===== config.mk =====
export PLATFORM = sky130hd
export DESIGN_NAME = breakout_rx
export DESIGN_NICKNAME = d
export VERILOG_FILES = /design/src/rtl/breakout_rx.sv
export SDC_FILE = /design/constraint.sdc
export NUM_CORES = 1
export LEC_CHECK = 0
export ABC_CLOCK_PERIOD_IN_PS = 2400
export CAP_MARGIN = 20
export CORE_ASPECT_RATIO = 0.9
export CORE_UTILIZATION = 50
export DETAILED_ROUTE_END_ITERATION = 6
export PLACE_DENSITY = 0.74
export SETUP_SLACK_MARGIN = 0.02
export SLEW_MARGIN = 25
export SYNTH_ARGS = -nofsm -noshare
export SYNTH_HDL_FRONTEND = slang
export SYNTH_SLANG_ARGS = --single-unit

===== constraint.sdc =====
create_clock -name i_clk -period 2.4 [get_ports i_clk]
set_input_delay 0.36 -clock i_clk [delete_from_list [all_inputs] [get_ports i_clk]]
set_output_delay 0.36 -clock i_clk [all_outputs]
set_load 0.005 [all_outputs]

===== src/rtl/breakout_rx.sv =====
// breakout_rx: host-side deserializer for the three-wire breakout link.
// Oversamples the frame clock and two data lanes on i_clk, recovers each
// 10-bit frame (LSB first) and presents port/button/link-power words with a
// one-cycle valid strobe, plus lock and framing-error status.
//
// Optional feature macro: BREAKOUT_RX_CHANGE_EN adds o_changed.
//
// Ports:
//   i_clk        local clock, OVERSAMPLE x serial bit rate
//   i_rst_n      asynchronous active-low reset
//   i_clk_s      serial frame clock (high 5 / low 5 bit-times)
//   i_d0_s       serial lane 0 (pad[1:0], button[5:0], link_pow[1:0])
//   i_d1_s       serial lane 1 (port[7:0], link_pow[3:2])
//   o_port       digital port word
//   o_button     button states
//   o_link_pow   link power flags
//   o_valid      one-cycle strobe when outputs are written
//   o_locked     LOCK_FRAMES consecutive good frames seen
//   o_frame_err  one-cycle strobe on a discarded frame
//   o_changed    strobe with o_valid when the decoded word differs
//                (BREAKOUT_RX_CHANGE_EN only)
//
// state | meaning
// HUNT  | idle, waiting for a frame-clock rising edge
// SHIFT | counting cycles, capturing bits 0..9 at mid-bit sample points
// CHECK | all bits captured, waiting for the closing edge or timeout
module breakout_rx #(
    parameter int OVERSAMPLE  = 4,
    parameter int LOCK_FRAMES = 4
) (
    input  logic       i_clk,
    input  logic       i_rst_n,
    input  logic       i_clk_s,
    input  logic       i_d0_s,
    input  logic       i_d1_s,
    output logic [7:0] o_port,
    output logic [5:0] o_button,
    output logic [3:0] o_link_pow,
    output logic       o_valid,
    output logic       o_locked,
    output logic       o_frame_err
`ifdef BREAKOUT_RX_CHANGE_EN
   ,output logic       o_changed
`endif
);

    localparam int FRAME_LEN = 10 * OVERSAMPLE;
    localparam int CW        = $clog2(FRAME_LEN + 2);
    localparam int GW        = $clog2(LOCK_FRAMES + 1);
    localparam logic [CW-1:0] EDGE_MIN  = CW'(FRAME_LEN - 1);
    localparam logic [CW-1:0] EDGE_MAX  = CW'(FRAME_LEN + 1);
    localparam logic [GW-1:0] LOCK_LAST = GW'(LOCK_FRAMES - 1);
    localparam logic [GW-1:0] LOCK_FULL = GW'(LOCK_FRAMES);

    typedef enum logic [1:0] {HUNT, SHIFT, CHECK} state_t;

    logic [1:0]    clk_pipe, d0_pipe, d1_pipe;
    logic          clk_sync, clk_dly, d0_sync, d1_sync, rise;
    state_t        state_q, state_d;
    logic [CW-1:0] cnt_q, cnt_d, sample_pt;
    logic [3:0]    bit_q, bit_d;
    logic [7:0]    sr0_q;  // lane 0 bits 9..2; the two pad bits shift out
    logic [9:0]    sr1_q;
    logic [GW-1:0] good_q;
    logic          sample, frame_good, frame_err;

    assign clk_sync  = clk_pipe[1];
    assign d0_sync   = d0_pipe[1];
    assign d1_sync   = d1_pipe[1];
    assign rise      = clk_sync & ~clk_dly;
    assign sample_pt = CW'(OVERSAMPLE / 2) + CW'(bit_q) * CW'(OVERSAMPLE);

    always_ff @(posedge i_clk or negedge i_rst_n) begin
        if (!i_rst_n) begin
            clk_pipe <= '0;
            d0_pipe  <= '0;
            d1_pipe  <= '0;
            clk_dly  <= 1'b0;
        end else begin
            clk_pipe <= {clk_pipe[0], i_clk_s};
            d0_pipe  <= {d0_pipe[0], i_d0_s};
            d1_pipe  <= {d1_pipe[0], i_d1_s};
            clk_dly  <= clk_sync;
        end
    end

    always_ff @(posedge i_clk or negedge i_rst_n) begin
        if (!i_rst_n) begin
            state_q <= HUNT;
            cnt_q   <= '0;
            bit_q   <= '0;
        end else begin
            state_q <= state_d;
            cnt_q   <= cnt_d;
            bit_q   <= bit_d;
        end
    end

    // cnt_q reads N in the Nth cycle after the edge-detect cycle.
    // An edge always wins over a sample point or timeout in the same cycle.
    always_comb begin
        state_d    = state_q;
        cnt_d      = cnt_q + CW'(1);
        bit_d      = bit_q;
        sample     = 1'b0;
        frame_good = 1'b0;
        frame_err  = 1'b0;
        case (state_q)
            HUNT: begin
                cnt_d = '0;
                if (rise) begin
                    state_d = SHIFT;
                    cnt_d   = CW'(1);
                    bit_d   = '0;
                end
            end
            SHIFT: begin
                if (rise) begin
                    // early edge: drop the frame and restart from this edge
                    frame_err = 1'b1;
                    cnt_d     = CW'(1);
                    bit_d     = '0;
                end else if (cnt_q == sample_pt) begin
                    if (bit_q >= 4'd5 && clk_sync) begin
                        // frame clock must be low over bits 5..9
                        frame_err = 1'b1;
                        state_d   = HUNT;
                        cnt_d     = '0;
                    end else begin
                        sample = 1'b1;
                        if (bit_q == 4'd9) state_d = CHECK;
                        else               bit_d   = bit_q + 4'd1;
                    end
                end
            end
            CHECK: begin
                if (rise) begin
                    state_d = SHIFT;
                    cnt_d   = CW'(1);
                    bit_d   = '0;
                    if (cnt_q >= EDGE_MIN) frame_good = 1'b1;
                    else                   frame_err  = 1'b1;
                end else if (cnt_q >= EDGE_MAX) begin
                    frame_err = 1'b1;
                    state_d   = HUNT;
                    cnt_d     = '0;
                end
            end
            default: begin
                state_d = HUNT;
                cnt_d   = '0;
            end
        endcase
    end

    always_ff @(posedge i_clk or negedge i_rst_n) begin
        if (!i_rst_n) begin
            sr0_q       <= '0;
            sr1_q       <= '0;
            good_q      <= '0;
            o_port      <= '0;
            o_button    <= '0;
            o_link_pow  <= '0;
            o_valid     <= 1'b0;
            o_locked    <= 1'b0;
            o_frame_err <= 1'b0;
        end else begin
            o_valid     <= frame_good;
            o_frame_err <= frame_err;
            if (sample) begin
                sr0_q <= {d0_sync, sr0_q[7:1]};
                sr1_q <= {d1_sync, sr1_q[9:1]};
            end
            if (frame_err) begin
                good_q   <= '0;
                o_locked <= 1'b0;
            end else if (frame_good) begin
                o_port     <= sr1_q[7:0];
                o_button   <= sr0_q[5:0];
                o_link_pow <= {sr1_q[9:8], sr0_q[7:6]};
                if (good_q != LOCK_FULL) good_q <= good_q + GW'(1);
                if (good_q >= LOCK_LAST) o_locked <= 1'b1;
            end
        end
    end

`ifdef BREAKOUT_RX_CHANGE_EN
    // The held outputs are the previous word, so no extra copy is kept.
    always_ff @(posedge i_clk or negedge i_rst_n) begin
        if (!i_rst_n) o_changed <= 1'b0;
        else          o_changed <= frame_good &&
                                   ({sr1_q[9:8], sr0_q[7:6], sr0_q[5:0], sr1_q[7:0]} !=
                                    {o_link_pow, o_button, o_port});
    end
`endif

endmodule


==> results.md, run 1 <==
- Tcrit/Tclk final: 93.95%
- Slowest library cell on the worst path: or2_2
- Gr usage total: 23.30%
- Row count: 27
- Post-layout min period: 2255 ps
- Reg clk slew, reported paths: 70 ps
- Layout cells sized above 1: 11.94%
- Vias per cell: 6.014
- Highest metal used: met4
- CP Class: flop to flop
- Final Setup Violations: 0
- Drt pass-1 iters: 5
- Post-DP HPWL: 4629 µm
- Remaining Overflow, GRT: 0
- Global-route wire length before repair: 11940 µm
- Port Buffers: 25
- Prevailing post-synth register cell: dfrtp_1
- Pint: 2161 µW
- Setup crit end kind: flop
- Nets: 350
- Root buffer cell: clkbuf_8
- Crit path cell chain: inv_1 > ha_1 > nor3b_2 > nor3_1 > o31a_1 > or2_2 > o311ai_0
- Switching share of power: 31.92%
- Crit-path leading delay family: simple AND/OR/NAND/NOR gates
- Initial core utilization: 52.28%
- Min-Delay Path Class: primary input to async pin
- Largest net degree at the start of global routing: 62
- CTS Buffer Depth: 2
- Post-synthesis register bit count: 61
- Seq/Total Area, Yosys: 47.49%
- Iteration-0 DRC Markers: 157
- Die Y-Extent: 78.07 µm
- Max-cap violations: 0
- Maximum vdd drop: 0.4881 mV
- RSZ-0062 raised after global routing: false
- Max incr delay on CP: 470 ps
- Synth async-reset ratio: 100.0%
- Clock power share: 35.1%
- Max Slew Vio Count: 0
- FMAX: 443.5 MHz
- Vias: 2538
- Initial antenna violation count: 0
- # clock sinks: 61
- Post-layout util: 62.19%
- Die ar.: 6754 µm²
- Mapped cell area: 3214 µm²
- Flop pwr share: 38.7%
- Sw power: 1014 µW
- Slew margin rel.: 49.79%
- Die W: 86.52 µm
- Setup_tns: 0 ps
- Non-Filler Instances: 422
- Final hold viol count: 0
- Met3 WL post-DR: 394 µm
- Worst-Skew Late Latency: 340 ps
- # IOs: 26
- Vias in the first global route: 2459
- Avg Synthesized Cell Area: 10.68 µm²
- Detailed-route wire length per cell: 16.69 µm
- LEAKAGE: 0.001621 µW
- Power Density: 830.4 nW/µm²
- Tightest Pin Transition: 753.1 ps
- Library cells used by synthesis: 49
- Placed cells: 406
- Worst EP required: 2620 ps
- Maximum fanout along the worst path: 18
- WL met2: 3216 µm
- Post-synth net total: 321
- Final ANT Viol Nets: 0
- Post-synth EDFFs: 0
- Arr. time, crit path: 2480 ps
- Status: finished clean
- Placeable Area: 6148 µm²
- Cts bufs inserted: 9
- Cell count after synthesis: 301
- Antenna Diode Count: 0
- CTS tree: yes
- Clock Skews: 8.952 ps
- Routability cong.: 0.8127
- Worst Path Buf+Inv: 1
- Area Overhead vs Synth: 18.96%
- M1 wire length: 3311 µm
- Comb power frac: 26.2%
- H-tree levels: 3
- Startpoint types: flop
- DRT Wirelength: 7045 µm
- Ys Warns: 0
- Drt drc: 0
## state kept, by name, summed over array words and instances, names as in the netlist, 2 cells and up
register and flops:
o_link_pow 4, bit_q 4, cnt_q 6, state_q 2, good_q 3, clk_pipe 2, d0_pipe 2, sr1_q 10
sr0_q 8, d1_pipe 2, o_port 8, o_button 6
## final timing paths
| check | startpoint | end | cells after the start | slack, ps |
|---|---|---|---|---|
| setup / recovery | cnt_q[1] | o_button[1] | 7 | 150 |
| hold / removal | i_rst_n | o_port[3] | 2 | 180 |
| setup reg to reg | cnt_q[1] | o_button[1] | 7 | 150 |
| hold reg to reg | clk_pipe[0] | clk_pipe[1] | 0 | 340 |
| max in group asynchronous | i_rst_n | bit_q[2] | 2 | 1740 |
| min in group i_clk | clk_pipe[0] | clk_pipe[1] | 0 | 340 |
## power groups by stage
stage	clock (µW)	combinational, µW	sequential (µW)
2_1_floorplan	0	588	1220
3_3_place_gp	0	802	1240
3_5_place_dp	0	822	1250
4_1_cts	1140	827	1230
5_1_grt	1180	923	1240
6_report	1110	832	1230
## what timing repair did
action / in CTS / in global routing
hold endpoints to repair: 0 / 0
endpoints found under the setup margin: 0 / 13
resized for setup: 0 / 1
setup buffers: 0 / 0
hold buffers: 0 / 0
## cells in the mapped netlist, types with 2 or more instances
| cell | n | area, µm² |
|---|---|---|
| inv_1 | 34 | 127.6 |
| o31a_1 | 2 | 17.52 |
| buf_6 | 3 | 33.78 |
| a31o_2 | 2 | 17.52 |
| buf_2 | 6 | 30.03 |
| o311ai_0 | 4 | 35.03 |
| xor2_1 | 5 | 43.79 |
| buf_4 | 3 | 22.52 |
| nor2_1 | 18 | 67.56 |
| o211ai_1 | 19 | 142.6 |
| o21ai_0 | 6 | 30.03 |
| or3_1 | 2 | 12.51 |
| dfrtp_1 | 61 | 1526 |
| a31oi_1 | 4 | 25.02 |
| clkbuf_1 | 9 | 33.78 |
| a32o_1 | 2 | 20.02 |
| and3_1 | 3 | 18.77 |
| nor3_1 | 4 | 20.02 |
| nand3_1 | 5 | 25.02 |
| o311ai_1 | 13 | 113.9 |
| a21oi_1 | 5 | 25.02 |
| nand2_1 | 7 | 26.28 |
| mux2_2 | 3 | 33.78 |
| ha_1 | 15 | 187.7 |
| nand2b_1 | 3 | 18.77 |
| xnor2_1 | 4 | 35.03 |
| mux2i_1 | 17 | 170.2 |
| a32oi_1 | 18 | 157.7 |
| o2111ai_1 | 4 | 35.03 |
## worst register-to-register path, stage by stage (launching register included)
cell and delay, ps:
dfrtp_1 390, inv_1 80, ha_1 190, nor3b_2 210, nor3_1 90, o31a_1 290, or2_2 470, o311ai_0 400
## logic make-up (layout without fill, tap and decap cells)
kind of cell | Yosys count | count (layout) | share of synthesized area (%)
AOI/OAI and AO/OA | 90 | 90 | 22.31
xor gates and xnor gates | 9 | 9 | 2.452
and+or+nand+nor | 50 | 50 | 7.747
buffers and inverters | 56 | 90 | 7.824
adders and majority gates | 15 | 15 | 5.839
DFF | 61 | 61 | 47.49
muxes | 20 | 20 | 6.345
## layout by cell type, fill, tap and decap left out, drive strengths merged, types with 3 or more instances in the layout
cell and instances:
o311ai 18, mux2 3, xnor2 4, o211ai 19, ha 15, o21ai 6
dfrtp 61, a32oi 18, a31oi 4, nor3 5, nor2 18, clkbuf 12
a21oi 5, and3 3, nand2 7, mux2i 17, nand2b 3, buf 15
xor2 5, bufinv 3, inv 34, nand3 5, clkdlybuf4s50 24, o2111ai 4
## through the flow
step	setup WS (ps)	cell area, µm²	hold slack (ps)	power, µW
after floorplan	444.9	3214	64.41	1810
after global placement	215.6	3583	332.5	2042
after detailed placement	57.93	3583	339.6	2068
after CTS	84.23	3824	190.9	3196
after global routing	25.96	3824	246.6	3352
final	145.1	3824	175.0	3175
## routing by layer
metal  global-route usage (%)  up-vias
met5                        0        -
met4                    10.67        0
met3                    6.835       14
met2                    34.52       85
met1                    31.54     1267
li1                         -     1172
## area by class of cell
cell class / instances / area (µm²)
inverter: 35 / 131.4
tap: 87 / 108.9
clock inverter: 4 / 95.09
clock buffer: 12 / 145.1
sequential: 61 / 1526
fill: 513 / 2325
multi-input combinational: 184 / 1441
timing repair buffer: 39 / 375.4
Note: power is estimated with default switching activity, not from simulation.
==> run 2: changes to the inputs <==
--- a/config.mk
+++ b/config.mk
@@ -8,9 +8,9 @@
 export ABC_CLOCK_PERIOD_IN_PS = 2400
 export CAP_MARGIN = 20
 export CORE_ASPECT_RATIO = 0.9
-export CORE_UTILIZATION = 50
+export CORE_UTILIZATION = 25
 export DETAILED_ROUTE_END_ITERATION = 6
-export PLACE_DENSITY = 0.74
+export PLACE_DENSITY = 0.45
 export SETUP_SLACK_MARGIN = 0.02
 export SLEW_MARGIN = 25
 export SYNTH_ARGS = -nofsm -noshare
==> run 2 against run 1 <==
Compared with the run above: worst hold slack got worse by 160 ps; highest routed layer unchanged; first-iteration DRC count fell by 10%; die area rose by 97%; critical path depth rose by 1; largest power group unchanged; clock skew fell by 2.3 ps; combinational power rose by 3.8%; largest cell class unchanged; clock power rose by 4%; count of clock-buffer cells in the layout fell by 3; via count fell by 1.5%.
==> results.md, run 2 (synthesized netlist as in run 1, its figures left out) <==
- Gr usage total: 13.27% (-10 points)
- Die W: 121.5 µm (+40%)
- Highest metal used: met4
- Largest net degree at the start of global routing: 62 (unchanged)
- LEAKAGE: 0.001646 µW (+1.5%)
- Port Buffers: 25 (unchanged)
- Pint: 2144 µW (-0.82%)
- Post-layout min period: 2162 ps (-92.71 ps)
- Final ANT Viol Nets: 0 (unchanged)
- # clock sinks: 61 (unchanged)
- Slew margin rel.: 73.17% (+23 points)
- Top Registers: sr1_q (10), o_port (8), sr0_q (8)
- Maximum fanout along the worst path: 18 (unchanged)
- RSZ-0062 raised after global routing: false
- DP Worst Slack: 163.4 ps (+105.5 ps)
- Setup_tns: 0 ps (unchanged)
- Nets: 352 (+0.57%)
- Worst EP required: 2620 ps (about the same)
- Row count: 38 (+41%)
- Most common cell after layout, fill and taps aside: dfrtp_1
- H-tree levels: 3 (unchanged)
- Tot Pwr: 3249 µW (+2.3%)
- Final hold viol count: 0 (unchanged)
- Vias: 2501 (-1.5%)
- Max-cap violations: 0 (unchanged)
- DRT Wirelength: 7944 µm (+13%)
- Global-route wire length before repair: 13340 µm (+12%)
- Layout cells sized above 1: 12.76% (+0.82 points)
- Non-Filler Instances: 497 (+18%)
- Min-Delay Path Class: primary input to async pin
- Startpoint types: flop
- Area Overhead vs Synth: 23.51%
- Largest register by flop count: sr1_q
- Tightest Pin Transition: 400.6 ps (-352.6 ps)
- Detailed-route wire length per cell: 15.98 µm (-4.3%)
- Initial core utilization: 26.10% (-26 points)
- Power Density: 818.5 nW/µm² (-1.4%)
- Placed cells: 481 (+18%)
- Tcrit/Tclk final: 90.09% (-3.9 points)
- Total area of sequential cells: 1526 µm² (unchanged)
- WL met2: 3472 µm (+8.0%)
- Met3 WL post-DR: 366 µm (-7.1%)
- Drt drc: 0 (unchanged)
- Flop pwr share: 37.9% (-0.8 points)
- Vias per cell: 5.032 (-16%)
- Max reg flops: 10 (unchanged)
- Setup bufs post-CTS: 0 (unchanged)
- Root buffer cell: clkbuf_16
- Setup ws final: 237.8 ps (+92.71 ps)
- CTS Buffer Depth: 2 (unchanged)
- Fillers: 1253 (+140%)
- Maximum vdd drop: 0.3307 mV (-32%)
- # IOs: 26 (unchanged)
- Remaining Overflow, GRT: 0 (unchanged)
- Sw power: 1106 µW (+9.1%)
- Clock power share: 35.5% (+0.4 points)
- Worst hold slack: 11.72 ps (-163.3 ps)
- Number of hold buffers added after CTS: 0 (unchanged)
- Cts repair resizes: 0 (unchanged)
- Most frequent cells in the layout: 61 x dfrtp_1, 34 x inv_1, 24 x clkdlybuf4s50_1
- M1 wire length: 4020 µm (+21%)
- Status: finished clean
- Max Slew Vio Count: 0 (unchanged)
- Die Y-Extent: 109.6 µm (+40%)
- Iteration-0 DRC Markers: 141 (-10%)
- Initial antenna violation count: 0 (unchanged)
- Final Setup Violations: 0 (unchanged)
- Cts bufs inserted: 9 (unchanged)
- CTS tree: yes
- Placeable Area: 12310 µm² (+100%)
- Switching share of power: 34.03% (+2.1 points)
- Vias in the first global route: 2496 (+1.5%)
- CP Class: flop to flop
- Die ar.: 13320 µm² (+97%)
- Drt pass-1 iters: 4 (-1)
- Multi-input gate area: 1441 µm² (unchanged)
- FMAX: 462.5 MHz (+4.3%)
- Worst-Skew Late Latency: 330 ps (about the same)
- Arr. time, crit path: 2380 ps (-100 ps)
- Antenna Diode Count: 0 (unchanged)
- Post-DP HPWL: 5051 µm (+9.1%)
- Comb power frac: 26.6% (+0.4 points)
- Reg clk slew, reported paths: 50 ps (-20 ps)
- Routability cong.: 0.7757 (-4.6%)
- Setup crit end kind: flop
- Clock Skews: 6.673 ps (-2.279 ps)
run 2: changes by cell type in the layout (fill, tap and decap cells not counted), sizes merged:
cell      delta
bufinv       -3
clkbuf       -3
clkinv       +3
clkinvlp     +3
buf          +2
run 2: routing by layer:
metal | GRT usage (%) | up-vias
li1 | - | 1183
met1 | 18.19 | 1248
met2 | 19.85 | 61
met3 | 3.942 | 9
met4 | 4.497 | 0
met5 | 0 | -
run 2: per-stage QoR:
step | util (%) | instance area, µm²
3_3_place_gp | 30.06 | 3702
2_1_floorplan | - | 3214
4_1_cts | 32.24 | 3970
6_report | 32.24 | 3970
5_1_grt | 32.24 | 3970
3_5_place_dp | 30.06 | 3702
run 2: layout make-up:
class	count	share of cell area, %
clock inverters	7	1.072
repair buffers	41	10.15
flip-flops and latches	61	38.45
inverters	35	3.309
clock buffers	9	5.673
multi-input cells	184	36.31
well taps	160	5.043
run 2: worst paths after layout:
path	cells after the start	from	slack, ps	to
max in group asynchronous	2	i_rst_n	2070	sr0_q[1]
min in group i_clk	0	d1_pipe[0]	350	d1_pipe[1]
min reg2reg	0	d1_pipe[0]	350	d1_pipe[1]
min	2	i_rst_n	10	clk_pipe[0]
max	8	cnt_q[0]	240	o_link_pow[1]
max reg2reg	8	cnt_q[0]	240	o_link_pow[1]
run 2: critical path: stages, from the launching register on:
cell,delay [ps]
dfrtp_1,420
inv_1,120
ha_1,150
nor3b_2,220
nor3_1,90
o31a_1,300
or2_1,230
buf_4,210
o311ai_1,310
run 2: power groups by stage:
stage	combinational, µW	sequential [µW]	clock (µW)
2_1_floorplan	588	1220	0
3_3_place_gp	855	1240	0
3_5_place_dp	863	1250	0
4_1_cts	867	1230	1200
5_1_grt	963	1250	1240
6_report	864	1230	1150
==> run 3: changes to the inputs <==
--- a/config.mk
+++ b/config.mk
@@ -10,6 +10,7 @@
 export CORE_ASPECT_RATIO = 0.9
 export CORE_UTILIZATION = 25
 export DETAILED_ROUTE_END_ITERATION = 6
+export MAX_ROUTING_LAYER = met4
 export PLACE_DENSITY = 0.45
 export SETUP_SLACK_MARGIN = 0.02
 export SLEW_MARGIN = 25
==> constraint.sdc (replaced) <==
create_clock -name i_clk -period 2.4 [get_ports i_clk]
set_input_delay 0.36 -clock i_clk [delete_from_list [all_inputs] [get_ports i_clk]]
set_output_delay 0.36 -clock i_clk [all_outputs]
set_load 0.1 [all_outputs]
==> run 3 against run 2 <==
Compared with the run above: global-route usage up 0.13 points; maximum frequency down 0.91%; cell count grew 0.20%; total power up 1.8%; register-to-register slack worse by 20 ps; highest routed layer unchanged.
==> results.md, run 3 (synthesized netlist as in run 1, its figures left out) <==
- Setup_tns: 0 ps (unchanged)
- Vias in the first global route: 2504 (+0.32%)
- Clock Skews: 4.961 ps (-1.712 ps)
- # clock sinks: 61 (unchanged)
- DP Worst Slack: 218.8 ps (+55.44 ps)
- Die W: 121.5 µm (unchanged)
- Area Overhead vs Synth: 22.65%
- Vias: 2498 (-0.12%)
- Final ANT Viol Nets: 0 (unchanged)
- M1 wire length: 4065 µm (+1.1%)
- Top Registers: sr1_q (10), o_port (8), sr0_q (8)
- Reg2Reg Depth: 8 (unchanged)
- Placed cells: 482 (+0.21%)
- Fillers: 1232 (-1.7%)
- H-tree levels: 3 (unchanged)
- Drt drc: 0 (unchanged)
- Post-layout min period: 2182 ps (+19.89 ps)
- Vias per cell: 5.016 (-0.32%)
- Comb power frac: 26.8% (+0.2 points)
- Cts bufs inserted: 9 (unchanged)
- Tcrit/Tclk final: 90.92% (+0.83 points)
- Initial core utilization: 26.10% (unchanged)
- Setup bufs post-CTS: 0 (unchanged)
- Post-DP HPWL: 5062 µm (+0.22%)
- Highest metal used: met4
- Gr usage total: 13.40% (+0.13 points)
- Remaining Overflow, GRT: 0 (unchanged)
- Global-route wire length before repair: 13250 µm (-0.62%)
- Root buffer cell: clkbuf_16
- Slowest library cell on the worst path: dfrtp_1
- LEAKAGE: 0.001704 µW (+3.5%)
- Max Slew Vio Count: 0 (unchanged)
- Maximum fanout along the worst path: 18 (unchanged)
- Status: finished clean
- CTS Buffer Depth: 2 (unchanged)
- Sw power: 1088 µW (-1.6%)
- Port Buffers: 25 (unchanged)
- Most common cell after layout, fill and taps aside: dfrtp_1
- Slew margin rel.: 71.06% (-2.1 points)
- FMAX: 458.3 MHz (-0.91%)
- Reg clk slew, reported paths: 50 ps (about the same)
- DRT Wirelength: 7925 µm (-0.24%)
- Pint: 2219 µW (+3.5%)
- CTS tree: yes
- # IOs: 26 (unchanged)
- Min-Delay Path Class: primary input to async pin
- Clock power share: 36.0% (+0.5 points)
- Startpoint types: flop
- Antenna Diode Count: 0 (unchanged)
- Worst-Skew Late Latency: 320 ps (about the same)
- Initial antenna violation count: 0 (unchanged)
- Worst EP required: 2600 ps (-20 ps)
- Largest register by flop count: sr1_q
- Final hold viol count: 0 (unchanged)
- Largest net degree at the start of global routing: 62 (unchanged)
- Iteration-0 DRC Markers: 187 (+33%)
- Routability cong.: 0.7887 (+1.7%)
- Drt pass-1 iters: 4 (unchanged)
- Setup ws final: 217.9 ps (-19.89 ps)
- Die Y-Extent: 109.6 µm (unchanged)
- Cts repair resizes: 0 (unchanged)
- RSZ-0062 raised after global routing: false
- Placeable Area: 12310 µm² (unchanged)
- Met3 WL post-DR: 264 µm (-28%)
- Maximum vdd drop: 0.3195 mV (-3.4%)
- CP Class: flop to flop
- Max incr delay on CP: 410 ps (about the same)
- Arr. time, crit path: 2380 ps (about the same)
- Tightest Pin Transition: 432.0 ps (+31.46 ps)
- Row count: 38 (unchanged)
- Non-Filler Instances: 498 (+0.20%)
- Nets: 353 (+0.28%)
- WL met2: 3538 µm (+1.9%)
- Final Setup Violations: 0 (unchanged)
- Switching share of power: 32.90% (-1.1 points)
- Detailed-route wire length per cell: 15.91 µm (-0.44%)
- Die ar.: 13320 µm² (unchanged)
- Most frequent cells in the layout: 61 x dfrtp_1, 34 x inv_1, 34 x buf_4
- Max-cap violations: 0 (unchanged)
- Flop pwr share: 37.2% (-0.7 points)
- Layout cells sized above 1: 18.05% (+5.3 points)
- Setup crit end kind: flop
- Number of hold buffers added after CTS: 0 (unchanged)
- Max reg flops: 10 (unchanged)
- Power Density: 838.9 nW/µm² (+2.5%)
- Crit path cell chain: inv_1 > ha_1 > nor3b_2 > nor3_1 > o31a_1 > or2_1 > buf_4 > o311ai_0
## run 3: cell count changes in the layout (fill, tap and decap cells not counted), sizes merged
cell           previous run  this run
clkinvlp                  3         0
clkdlybuf4s50            24         3
buf                      17        39
clkinv                    5         2
clkbuf                    9        15
## run 3: area by class of cell
type | instances | area (µm²) | share of cell area (%)
clock buffer | 15 | 267.8 | 6.792
clock inverter | 1 | 5.005 | 0.1269
inverter | 35 | 131.4 | 3.332
multi-input combinational | 184 | 1441 | 36.56
sequential | 61 | 1526 | 38.72
tap | 160 | 200.2 | 5.078
timing repair buffer | 42 | 370.4 | 9.394
## run 3: layer usage
metal / up-vias / global-route usage [%]
li1: 1183 / -
met4: 0 / 3.968
met5: - / -
met1: 1254 / 17.78
met3: 6 / 3.320
met2: 55 / 20.13
## run 3: final timing paths
| kind | start | end | slack, ps |
|---|---|---|---|
| max in group asynchronous | i_rst_n | o_port[3] | 2080 |
| min in group i_clk | d0_pipe[0] | d0_pipe[1] | 350 |
| hold reg to reg | d0_pipe[0] | d0_pipe[1] | 350 |
| setup reg to reg | cnt_q[0] | o_link_pow[1] | 220 |
| setup / recovery | cnt_q[0] | o_link_pow[1] | 220 |
| hold / removal | i_rst_n | clk_pipe[0] | 50 |
## run 3: worst max-delay path, delay by kind of cell, from the launching register on
family                   cells  cell delay (ps)
adder cells (fa/ha/maj)      1              140
AO/OA/AOI/OAI                2              650
AND/OR/NAND/NOR              3              530
buffers and inverters        2              330
flip-flops                   1              410
## run 3: through the flow
step	total power (µW)	utilization, %	cell area, µm²	hold slack (ps)
3_5_place_dp	2136	29.80	3670	337.2
2_1_floorplan	1827	-	3214	64.41
4_1_cts	3357	32.02	3943	60.57
6_report	3308	32.02	3943	53.62
5_1_grt	3515	32.02	3943	72.09
3_3_place_gp	2128	29.80	3670	333.3
## run 3: power by group through the flow
stage,logic (µW),registers [µW],clock network (µW)
after global placement,883,1250,0
after CTS,896,1230,1230
final,885,1230,1190
after global routing,984,1250,1280
after detailed placement,889,1250,0
after floorplan,588,1240,0
